$ cat src/rtl/uart_blk_tx_pkg.sv
// uart_blk_tx_pkg: shared bit-rate default, FSM encodings and frame width.
// UART_TX_PARITY_EN widens the frame with an even-parity bit.
package uart_blk_tx_pkg;
  localparam int UART_NT = 434;
  localparam logic [2:0] IDLE  = 3'd0;
  localparam logic [2:0] START = 3'd1;
  localparam logic [2:0] DATA  = 3'd2;
  localparam logic [2:0] PAR   = 3'd3;
  localparam logic [2:0] STOP  = 3'd4;
`ifdef UART_TX_PARITY_EN
  localparam int FRAME_BITS = 11;
`else
  localparam int FRAME_BITS = 10;
`endif
endpackage

$ cat src/rtl/uart_byte_tx.sv
// uart_byte_tx: single-frame serialiser (8N1, or 8E1 with UART_TX_PARITY_EN).
// done marks the last cycle of the stop bit so a reload there leaves no gap.
module uart_byte_tx
  import uart_blk_tx_pkg::*;
#(
  parameter int NT = UART_NT
) (
  input  logic       clk,
  input  logic       rst,
  input  logic       load,
  input  logic [7:0] data,
  output logic       txd,
  output logic       busy,
  output logic       done
);
  logic [2:0]  state;
  logic [11:0] tick;
  logic [2:0]  bit_cnt;
  logic [7:0]  shift;
  logic        wrap;
`ifdef UART_TX_PARITY_EN
  logic        par;
`endif
  assign wrap = tick == 12'(NT - 1);
  assign busy = state != IDLE;
  assign done = state == STOP && wrap;
  always_ff @(posedge clk)
    if (rst) begin
      state   <= IDLE;
      tick    <= '0;
      bit_cnt <= '0;
      shift   <= '0;
      txd     <= 1'b1;
`ifdef UART_TX_PARITY_EN
      par     <= 1'b0;
`endif
    end else if (load && (!busy || done)) begin
      state   <= START;
      tick    <= '0;
      bit_cnt <= '0;
      shift   <= data;
      txd     <= 1'b0;
`ifdef UART_TX_PARITY_EN
      par     <= ^data;
`endif
    end else if (busy) begin
      tick <= wrap ? '0 : tick + 12'd1;
      if (wrap)
        case (state)
          START: begin
            state <= DATA;
            txd   <= shift[0];
            shift <= shift >> 1;
          end
          DATA: begin
            bit_cnt <= bit_cnt + 3'd1;
            shift   <= shift >> 1;
`ifdef UART_TX_PARITY_EN
            state   <= bit_cnt == 3'd7 ? PAR : DATA;
            txd     <= bit_cnt == 3'd7 ? par : shift[0];
`else
            state   <= bit_cnt == 3'd7 ? STOP : DATA;
            txd     <= bit_cnt == 3'd7 ? 1'b1 : shift[0];
`endif
          end
`ifdef UART_TX_PARITY_EN
          PAR: begin
            state <= STOP;
            txd   <= 1'b1;
          end
`endif
          default: state <= IDLE;
        endcase
    end
endmodule

$ cat src/rtl/uart_blk_tx.sv
// uart_blk_tx: sends adr_COM, adr_REG, dat_REG back-to-back on txd.
// UART_TX_PARITY_EN (optional) adds an even-parity bit to every frame.
module uart_blk_tx
  import uart_blk_tx_pkg::*;
#(
  parameter int NT    = UART_NT,
  parameter int NBYTE = 3
) (
  input  logic       clk,
  input  logic       rst,
  input  logic       start,
  input  logic [7:0] adr_COM,
  input  logic [7:0] adr_REG,
  input  logic [7:0] dat_REG,
  output logic       txd,
  output logic       busy,
  output logic       done
);
  logic [7:0] reg_b, dat_b, next_b;
  logic [1:0] byte_cnt;
  logic       accept, load, last, frame_busy, frame_done;
  assign accept = start && !busy && !frame_busy;
  assign last   = byte_cnt == 2'(NBYTE - 1);
  assign load   = accept || (frame_done && !last);
  // byte 0 goes straight to the serialiser; the rest wait in the latches
  assign next_b = accept ? adr_COM : byte_cnt == 2'd0 ? reg_b : dat_b;
  uart_byte_tx #(.NT(NT)) u_byte (
    .clk  (clk),
    .rst  (rst),
    .load (load),
    .data (next_b),
    .txd  (txd),
    .busy (frame_busy),
    .done (frame_done)
  );
  always_ff @(posedge clk)
    if (rst) begin
      busy     <= 1'b0;
      done     <= 1'b0;
      byte_cnt <= '0;
      reg_b    <= '0;
      dat_b    <= '0;
    end else begin
      done <= frame_done && last;
      if (accept) begin
        busy     <= 1'b1;
        byte_cnt <= '0;
        reg_b    <= adr_REG;
        dat_b    <= dat_REG;
      end else if (frame_done) begin
        busy     <= !last;
        byte_cnt <= last ? 2'd0 : byte_cnt + 2'd1;
      end
    end
endmodule

$ cat config.mk
export PLATFORM = sky130hd
export DESIGN_NAME = uart_blk_tx
export DESIGN_NICKNAME = d
export VERILOG_FILES = /design/src/rtl/uart_blk_tx_pkg.sv /design/src/rtl/uart_byte_tx.sv /design/src/rtl/uart_blk_tx.sv
export SDC_FILE = /design/constraint.sdc
export NUM_CORES = 1
export LEC_CHECK = 0
export BUFFER_PORTS_ARGS = -buffer_cell sky130_fd_sc_hd__buf_4
export CORE_MARGIN = 5
export CORE_UTILIZATION = 55
export DETAILED_ROUTE_END_ITERATION = 7
export GPL_TIMING_DRIVEN = 0
export PLACE_DENSITY = 0.87
export SYNTH_ARGS = -nofsm -noshare
export SYNTH_HDL_FRONTEND = slang
export SYNTH_SLANG_ARGS = --single-unit
$ cat constraint.sdc
create_clock -name clk -period 4.22 [get_ports clk]
set_input_delay 0.633 -clock clk [delete_from_list [all_inputs] [get_ports clk]]
set_output_delay 0.633 -clock clk [all_outputs]
set_load 0.005 [all_outputs]
==> results list, run 1 <==
- The flow ran to the end, and the final reports show no timing, DRC or antenna violations.
- For this design the static power due to leakage is 1.051 nW.
* Relative area change from synthesis to final layout: 18.17%
* Height of the chip: ~73 µm
* Share of post-route cells with drive strength above 1: around a quarter
- Class of the most critical hold timing path: reg2reg
- Slowest cell on the critical path: sky130_fd_sc_hd__dfxtp_1
- Synth warn: 0
* All-layer global routing usage: about 18%
* Final Total Pwr: between 0.9 and 1 mW
* Number of maximum-capacitance violations: 0
* Clock tree from TritonCTS: yes
- Area of the placeable core: 3943 µm²
- The final critical path takes up 44.04% of the cycle.
* Number of buffers between clock root and the deepest sink: 2
- The number of nets in the synthesized netlist is 279.
* Max Clk Rate: 538.1 MHz
- PostCTS Resize Cnt: 0
* Via count of the routed design: around 1800
- Violation count after the first detailed-routing iteration: 94
- Setup violations remaining at the end of the flow were counted as 0.
* Slew Limit Headroom: 52.94%
- After detailed routing, the number of vias per cell comes to 5.487.
- 30 I/O pins were placed.
* Buffers added on ports: 29
* Congestion Overflow GR: 0
- Before antenna repair, the detailed router went through 4 iterations.
- Largest net degree at the start of global routing: 15
* CTS sink count: 47
- Minimum clock period after layout: between 1.5 and 2 ns
- The number of antenna violations at the first check in global routing came to 0.
* Power per unit of standard cell area: 355.4 nW/µm²
- NumNets Final: 315
- Post-synthesis sequential area ratio: 42.97%
- STA puts the critical path data required time at 4.46 ns.
* Post-route antenna net violation count: 0
* Starting utilization of the core area: a little under three fifths
- Routability-driven placement finished with a final weighted congestion of 0.8293.
- After clock tree synthesis, the flow added hold-fix buffers numbering 0.
- Setup repair after global routing missed its margin: no
- Synthesis produced a netlist whose cell count is around 250.
- For this block, the routed nets add up to 4346 µm of wire.
- Antenna Diode Count: 0
- After detailed routing, the average wire length per cell comes to ~13 µm.
- CP cell instances: ha_1, nor4b_4, and3_1, buf_4, nand3_2, nor2_2, a221o_1
* Postcts setup bufs: 0
- Once layout is complete, the utilization of the core stands at 65.63%.
- The clock arrives with 0.004328 ns of skew.
- Total number of placement rows: 23
- Number of CTS-inserted buffers: 5
- The die covers 5343 µm².
- Wire length of the first global-routing pass: roughly 7600 µm
- Worst VDD drop: 0.0002671 V
* Average size of a mapped cell: 8.829 µm²
* Most common cell after layout, fill and taps aside: sky130_fd_sc_hd__dfxtp_1
- In this run the clock root is driven by a sky130_fd_sc_hd__clkbuf_8.
- Along the worst path, the maximum fanout reaches 9.
* HPWL Detailed: 3317 µm
- In this run the horizontal extent of the chip is 73.10 µm.
- Seq cells post-synth: 47
- Arrival time at the worst endpoint: approximately 2.1 ns
- Commonest non-fill, non-tap cells in the layout: 47 x sky130_fd_sc_hd__dfxtp_1, 45 x sky130_fd_sc_hd__nand2_1, 31 x sky130_fd_sc_hd__buf_4
- CP Launch Type: flop
* Final number of hold-violating endpoints: 0
- Clock insertion delay at the later pin of the skew report: 0.29 ns
- Clock-pin slew was measured on the worst setup and hold paths at 0.08 ns.
* Slew @ Worst Pin: 0.7033 ns
- Setup total negative slack on the finished layout was measured at 0 ns.
- Via count of the first global-routing pass: 1755
- Category of the critical setup timing path: reg2reg
* Stage delay of the slowest cell on the critical path: 0.41 ns
* Crit path max-delay family: simple AND/OR/NAND/NOR gates
* Worst path buffer plus inverter count: 1
- Number of library cell types mapped by synthesis: 45
- Final slew viol count: 0
- The worst setup path is captured at a flop.
* DRC violations left: 0
- Count of H-tree levels built during CTS: 2
- Cell area after synthesis: 2190 µm²
-- final timing paths --
check | startpoint | to | slack, ns | cells after the start
worst max-delay path | u_byte.tick[0] | u_byte.shift[1] | 2.36 | 7
worst min-delay path | reg_b[1] | reg_b[1] | 0.46 | 2
worst max register to register | u_byte.tick[0] | u_byte.shift[1] | 2.36 | 7
worst min register to register | reg_b[1] | reg_b[1] | 0.46 | 2
-- power by group --
part           internal, mW  total (mW)  switching (mW)
combinational        0.0528       0.110          0.0568
clock                 0.192       0.335           0.144
sequential            0.464       0.475          0.0111
-- worst register-to-register path: cells and delay by family (launching register included) --
kind                       cells  cell delay [ns]
AOI/OAI and AO/OA              1             0.19
adders and majority gates      1             0.19
buffers and inverters          1             0.17
DFF                            1             0.41
and+or+nand+nor                4             0.86
-- kinds of logic (layout without fill, tap and decap cells) --
kind of cell | after synthesis | after routing | share of synthesized area, %
and+or+nand+nor | 114 | 114 | 26.63
AOI/OAI and AO/OA | 50 | 50 | 15.83
DFF | 47 | 47 | 42.97
buffers and inverters | 14 | 51 | 3.885
xor gates and xnor gates | 11 | 11 | 4.400
muxes | 8 | 8 | 4.000
adders and majority gates | 4 | 4 | 2.286
-- synthesized netlist by cell type (all sizes together) --
library cell / number / area [µm²]
a211o: 1 / 8.760
xor2: 9 / 78.83
nor3b: 4 / 40.03
buf: 10 / 61.30
nand3b: 1 / 7.510
nor2: 28 / 117.6
nor3: 8 / 50.05
o21a: 1 / 8.760
a221oi: 1 / 15.01
inv: 1 / 3.750
nand4: 4 / 25.02
or3b: 1 / 8.760
a21oi: 27 / 138.9
mux2: 6 / 67.56
nand2b: 3 / 18.77
nand2: 45 / 168.9
a21boi: 1 / 11.26
nand3: 12 / 65.06
and3: 3 / 18.77
or3: 1 / 6.260
a22oi: 7 / 52.55
mux2i: 2 / 20.02
o31ai: 2 / 15.01
ha: 4 / 50.05
nor4b: 2 / 32.53
and4bb: 1 / 12.51
a221o: 6 / 60.06
o211ai: 1 / 7.510
dlymetal6s2s: 1 / 12.51
and4: 1 / 11.26
a2bb2oi: 1 / 8.760
xnor2: 2 / 17.52
o2111a: 1 / 11.26
o21ai: 1 / 8.760
clkbuf: 2 / 7.510
dfxtp: 47 / 940.9
-- layer usage --
metal,global-route usage (%),up-vias,share of wire (%),wire length (µm)
met2,29.89,44,50,2167
met4,3.893,0,0.46,20
met3,4.959,4,4.6,198
li1,-,947,-,-
met1,22.70,843,45,1960
met5,0,-,0,0
-- layout make-up --
type / instances / area, µm²
buffer: 13 / 81.33
timing repair buffer: 29 / 217.7
fill: 321 / 1355
inverter: 1 / 3.754
clock buffer: 6 / 82.58
clock inverter: 2 / 35.03
tap: 50 / 62.56
sequential: 47 / 940.9
multi-input combinational: 187 / 1164
-- sequential cells by signal, summed over array words and instances, names as in the netlist --
signal / flops
busy: 1
u_byte.shift: 8
u_byte.state: 3
byte_cnt: 2
u_byte.txd: 1
done: 1
reg_b: 8
dat_b: 8
u_byte.bit_cnt: 3
u_byte.tick: 12
-- metrics by stage --
step	hold slack, ns	cell area [µm²]	std cells	worst slack (ns)
2_1_floorplan	0.4329	2190	248	2.607
3_3_place_gp	0.4409	2470	327	2.368
3_5_place_dp	0.4457	2470	327	2.371
4_1_cts	0.4596	2587	335	2.359
5_1_grt	0.4730	2587	335	2.199
6_report	0.4564	2587	335	2.361
Power figures use the tool's default switching activity.
==> inputs of run 2 (changes only) <==
==> constraint.sdc (replaced) <==
create_clock -name clk -period 1.71 [get_ports clk]
set_input_delay 0.2565 -clock clk [delete_from_list [all_inputs] [get_ports clk]]
set_output_delay 0.2565 -clock clk [all_outputs]
set_load 0.005 [all_outputs]
==> run 2 against run 1 <==
Net effect:
- via count is 5.8% higher
- utilization up 5.2 points
- the run now ends with negative setup slack left
- highest routed layer unchanged
- count of clock-buffer cells in the layout unchanged
- fmax grew 7.3%
- worst hold slack worse by 0.25 ns
- wire length grew 16%
- first-iteration DRC count is 51% higher
- clock skew up 0.0017 ns
- sequential power increased by 150%
- design area up 7.9%
- non-clock buffer count up 8
- critical path depth increased by 1
==> results list, run 2 (synthesis gave the netlist of run 1 again) <==
* Run status: complete, but fails checks
* Setup Skew: 0.006055 ns (+0.001728 ns)
- Clock tree from TritonCTS: yes
- The setup slack of the most critical reg-to-reg path came to -0.02 ns (-2.38 ns).
- The critical path is of the reg2reg type.
- Hold wc startpoint: dat_REG[2]
* Most Crowded Layer GR: met2
- The flip-flop count of the largest register, all copies and words added was 12 (unchanged).
- The final-report hold violation count came to 0 (unchanged).
- Number of top-level pins: 30 (unchanged)
- The count of final setup violators is 3 (+3).
* Hold Crit Endpoint: dat_b[2]
* Commonest non-fill, non-tap cells in the layout: 44 x sky130_fd_sc_hd__nand2_1, 44 x sky130_fd_sc_hd__dfxtp_1, 40 x sky130_fd_sc_hd__buf_4
* Register containing the most flip-flops in the final layout: u_byte.tick
- Number of cells after detailed placement: 327 (unchanged)
- STA classifies the critical path startpoint as a flop.
- Post-route antenna net violation count: 0 (unchanged)
* Pre-Repair DR Iteration Count: 4 (unchanged)
- The global-route wire length before repair is 7769 µm (+1.7%).
- The initial cell density of the core came to 55.54% (unchanged).
- The clock-pin slew on the worst setup and hold paths is 0.09 ns (about the same).
- HPWL Detailed: 3317 µm (unchanged)
* Final slew viol count: 0 (unchanged)
- Violation count after the first detailed-routing iteration: 142 (+51%)
- Post-route fraction of the period consumed by the critical path: 101.3% (+57 points)
- Worst hold-check slack: 0.2016 ns (-0.2548 ns)
* Final cell utilization of the core: 70.83% (+5.2 points)
- The number of antenna violations at the first check in global routing came to 0 (unchanged).
- Worst EP required: 1.92 ns (-2.54 ns)
- Setup repair after global routing missed its margin: yes
- In this run the critical register-to-register path is launched from u_byte.tick[1].
- The number of buffers added by the clock tree synthesis step came to 5 (unchanged).
* Setup tns final: -0.02987 ns (-0.02987 ns)
- The power density over the cells was 831.4 nW/µm² (+130%).
* Clock insertion delay at the later pin of the skew report: 0.29 ns (about the same)
* Critical R2R Capture: u_byte.shift[6]
- The slew at the pin with the worst max-slew slack was 0.4817 ns (-0.2216 ns).
- Arrival time at the worst endpoint: 1.94 ns (-0.16 ns)
- The number of non-filler instances in the completed layout is 343 (+2.4%).
* Global-route met3 utilization: 4.821% (-0.14 points)
* Vias per cell: 5.671 (+3.4%)
* Setup slack of the critical path after layout: -0.02206 ns (-2.383 ns)
* Met1 GRT Util: 22.53% (-0.17 points)
* Total number of placement rows: 23 (unchanged)
* Via count of the first global-routing pass: 1809 (+3.1%)
- Endpoint class of the critical path: flop
- The final reports fail on negative setup slack.
* All-layer global routing usage: 18.25% (+0.43 points)
- Congestion Overflow GR: 0 (unchanged)
- Max Clk Rate: 577.3 MHz (+7.3%)
* Buffers added on ports: 29 (unchanged)
* Met2 Track Usage GR: 31.28% (+1.4 points)
* Antenna Diode Count: 0 (unchanged)
* DRC violations left: 0 (unchanged)
- Count of H-tree levels built during CTS: 2 (unchanged)
* Final Total Pwr: 2.322 mW (+150%)
* Clock root cell: sky130_fd_sc_hd__clkbuf_8
* Class of the most critical hold timing path: in2reg
- Area of the placeable core: 3943 µm² (unchanged)
- Number of maximum-capacitance violations: 0 (unchanged)
- Worst VDD drop: 0.0006770 V (+150%)
- Worst R2R Path Depth: 8 (+1)
- Compared with the post-synthesis result, the final layout area differs by 27.54%.
- Height of the chip: 73.10 µm (unchanged)
- Drt total wl: 5051 µm (+16%)
- Floorplan die area: 5343 µm² (unchanged)
- The maximum count of clock buffers along a single path is 2 (unchanged).
- The clock period minus worst slack came to 1.732 ns (-0.1265 ns).
- The number of sinks handled by clock tree synthesis is 47 (unchanged).
* Share of post-route cells with drive strength above 1: 33.45% (+8.9 points)
- Slew Limit Headroom: 67.71% (+15 points)
- The number of fill cells came to 275 (-14%).
- The pin count of the biggest net entering global routing came to 15 (unchanged).
- Via count of the routed design: 1945 (+5.8%)
- The count of cells along the worst hold path was 3 (+1).
- Global placement routability congestion: 0.8293 (unchanged)
- Post-detailed-route wirelength per cell: 14.73 µm (+14%)
- Largest fanout of any net on the critical path: 4 (-5)
- P_leak: 1.115 nW (+6.1%)
* NumNets Final: 323 (+2.5%)
- X dimension of the die: 73.10 µm (unchanged)
run 2: cell count changes in the layout (fill, tap and decap cells not counted), sizes merged:
cell / delta
buf: +6
clkbuf: +2
run 2: worst max-delay path by stage:
stage / slack, ns / start / end / cells after the start
after detailed placement: -0.12 / u_byte.tick[0] / u_byte.shift[4] / 7
after global routing: -0.10 / u_byte.state[0] / u_byte.tick[9] / 6
after floorplan: 0.1 / u_byte.tick[0] / u_byte.shift[7] / 6
final: -0.02 / u_byte.tick[1] / u_byte.shift[6] / 8
after CTS: -0.03 / u_byte.tick[1] / u_byte.shift[6] / 8
after global placement: -0.08 / u_byte.tick[0] / u_byte.shift[3] / 7
run 2: per-stage QoR:
stage	instance area, µm²	worst slack, ns
floorplan	2190	0.09695
global placement	2470	-0.08321
detailed placement	2470	-0.1219
CTS	2649	-0.02521
global route	2793	-0.1044
finish	2793	-0.02206
run 2: layer usage:
| metal | share of wire (%) | wire (µm) |
|---|---|---|
| met5 | 0 | 0 |
| met1 | 42 | 2099 |
| met3 | 5.4 | 272 |
| met2 | 51 | 2555 |
| met4 | 2.4 | 123 |
run 2: worst max-delay path: stages, from the launching register on:
cell                        delay (ns)
sky130_fd_sc_hd__dfxtp_2          0.35
sky130_fd_sc_hd__inv_2            0.06
sky130_fd_sc_hd__ha_4             0.12
sky130_fd_sc_hd__nor4b_4          0.30
sky130_fd_sc_hd__and3_1           0.24
sky130_fd_sc_hd__buf_6            0.13
sky130_fd_sc_hd__nand3_4          0.10
sky130_fd_sc_hd__a2bb2oi_2        0.16
sky130_fd_sc_hd__a221oi_2         0.20
run 2: final cells by class:
class	count	area [µm²]	share of cell area (%)
Multi-Input combinational cell	187	1275	45.65
Clock inverter	2	35.03	1.254
Inverter	1	3.754	0.1344
Buffer	12	93.84	3.360
Sequential cell	47	947.2	33.92
Tap cell	50	62.56	2.240
Clock buffer	6	82.58	2.957
Timing Repair Buffer	38	292.8	10.48
run 2: power by group:
part	switching, mW	leakage, nW	internal (mW)
clock network	0.362	0.0612	0.473
logic	0.159	0.670	0.155
registers	0.0280	0.385	1.14
total	0.549	1.12	1.77
run 2: timing repair:
item / 4_1_cts / 5_1_grt
hold buffers: 0 / 0
buffers inserted: 2 / 7
setup endpoints to repair: 27 / 38
gates resized for setup: 11 / 28
pin swaps: 1 / 7
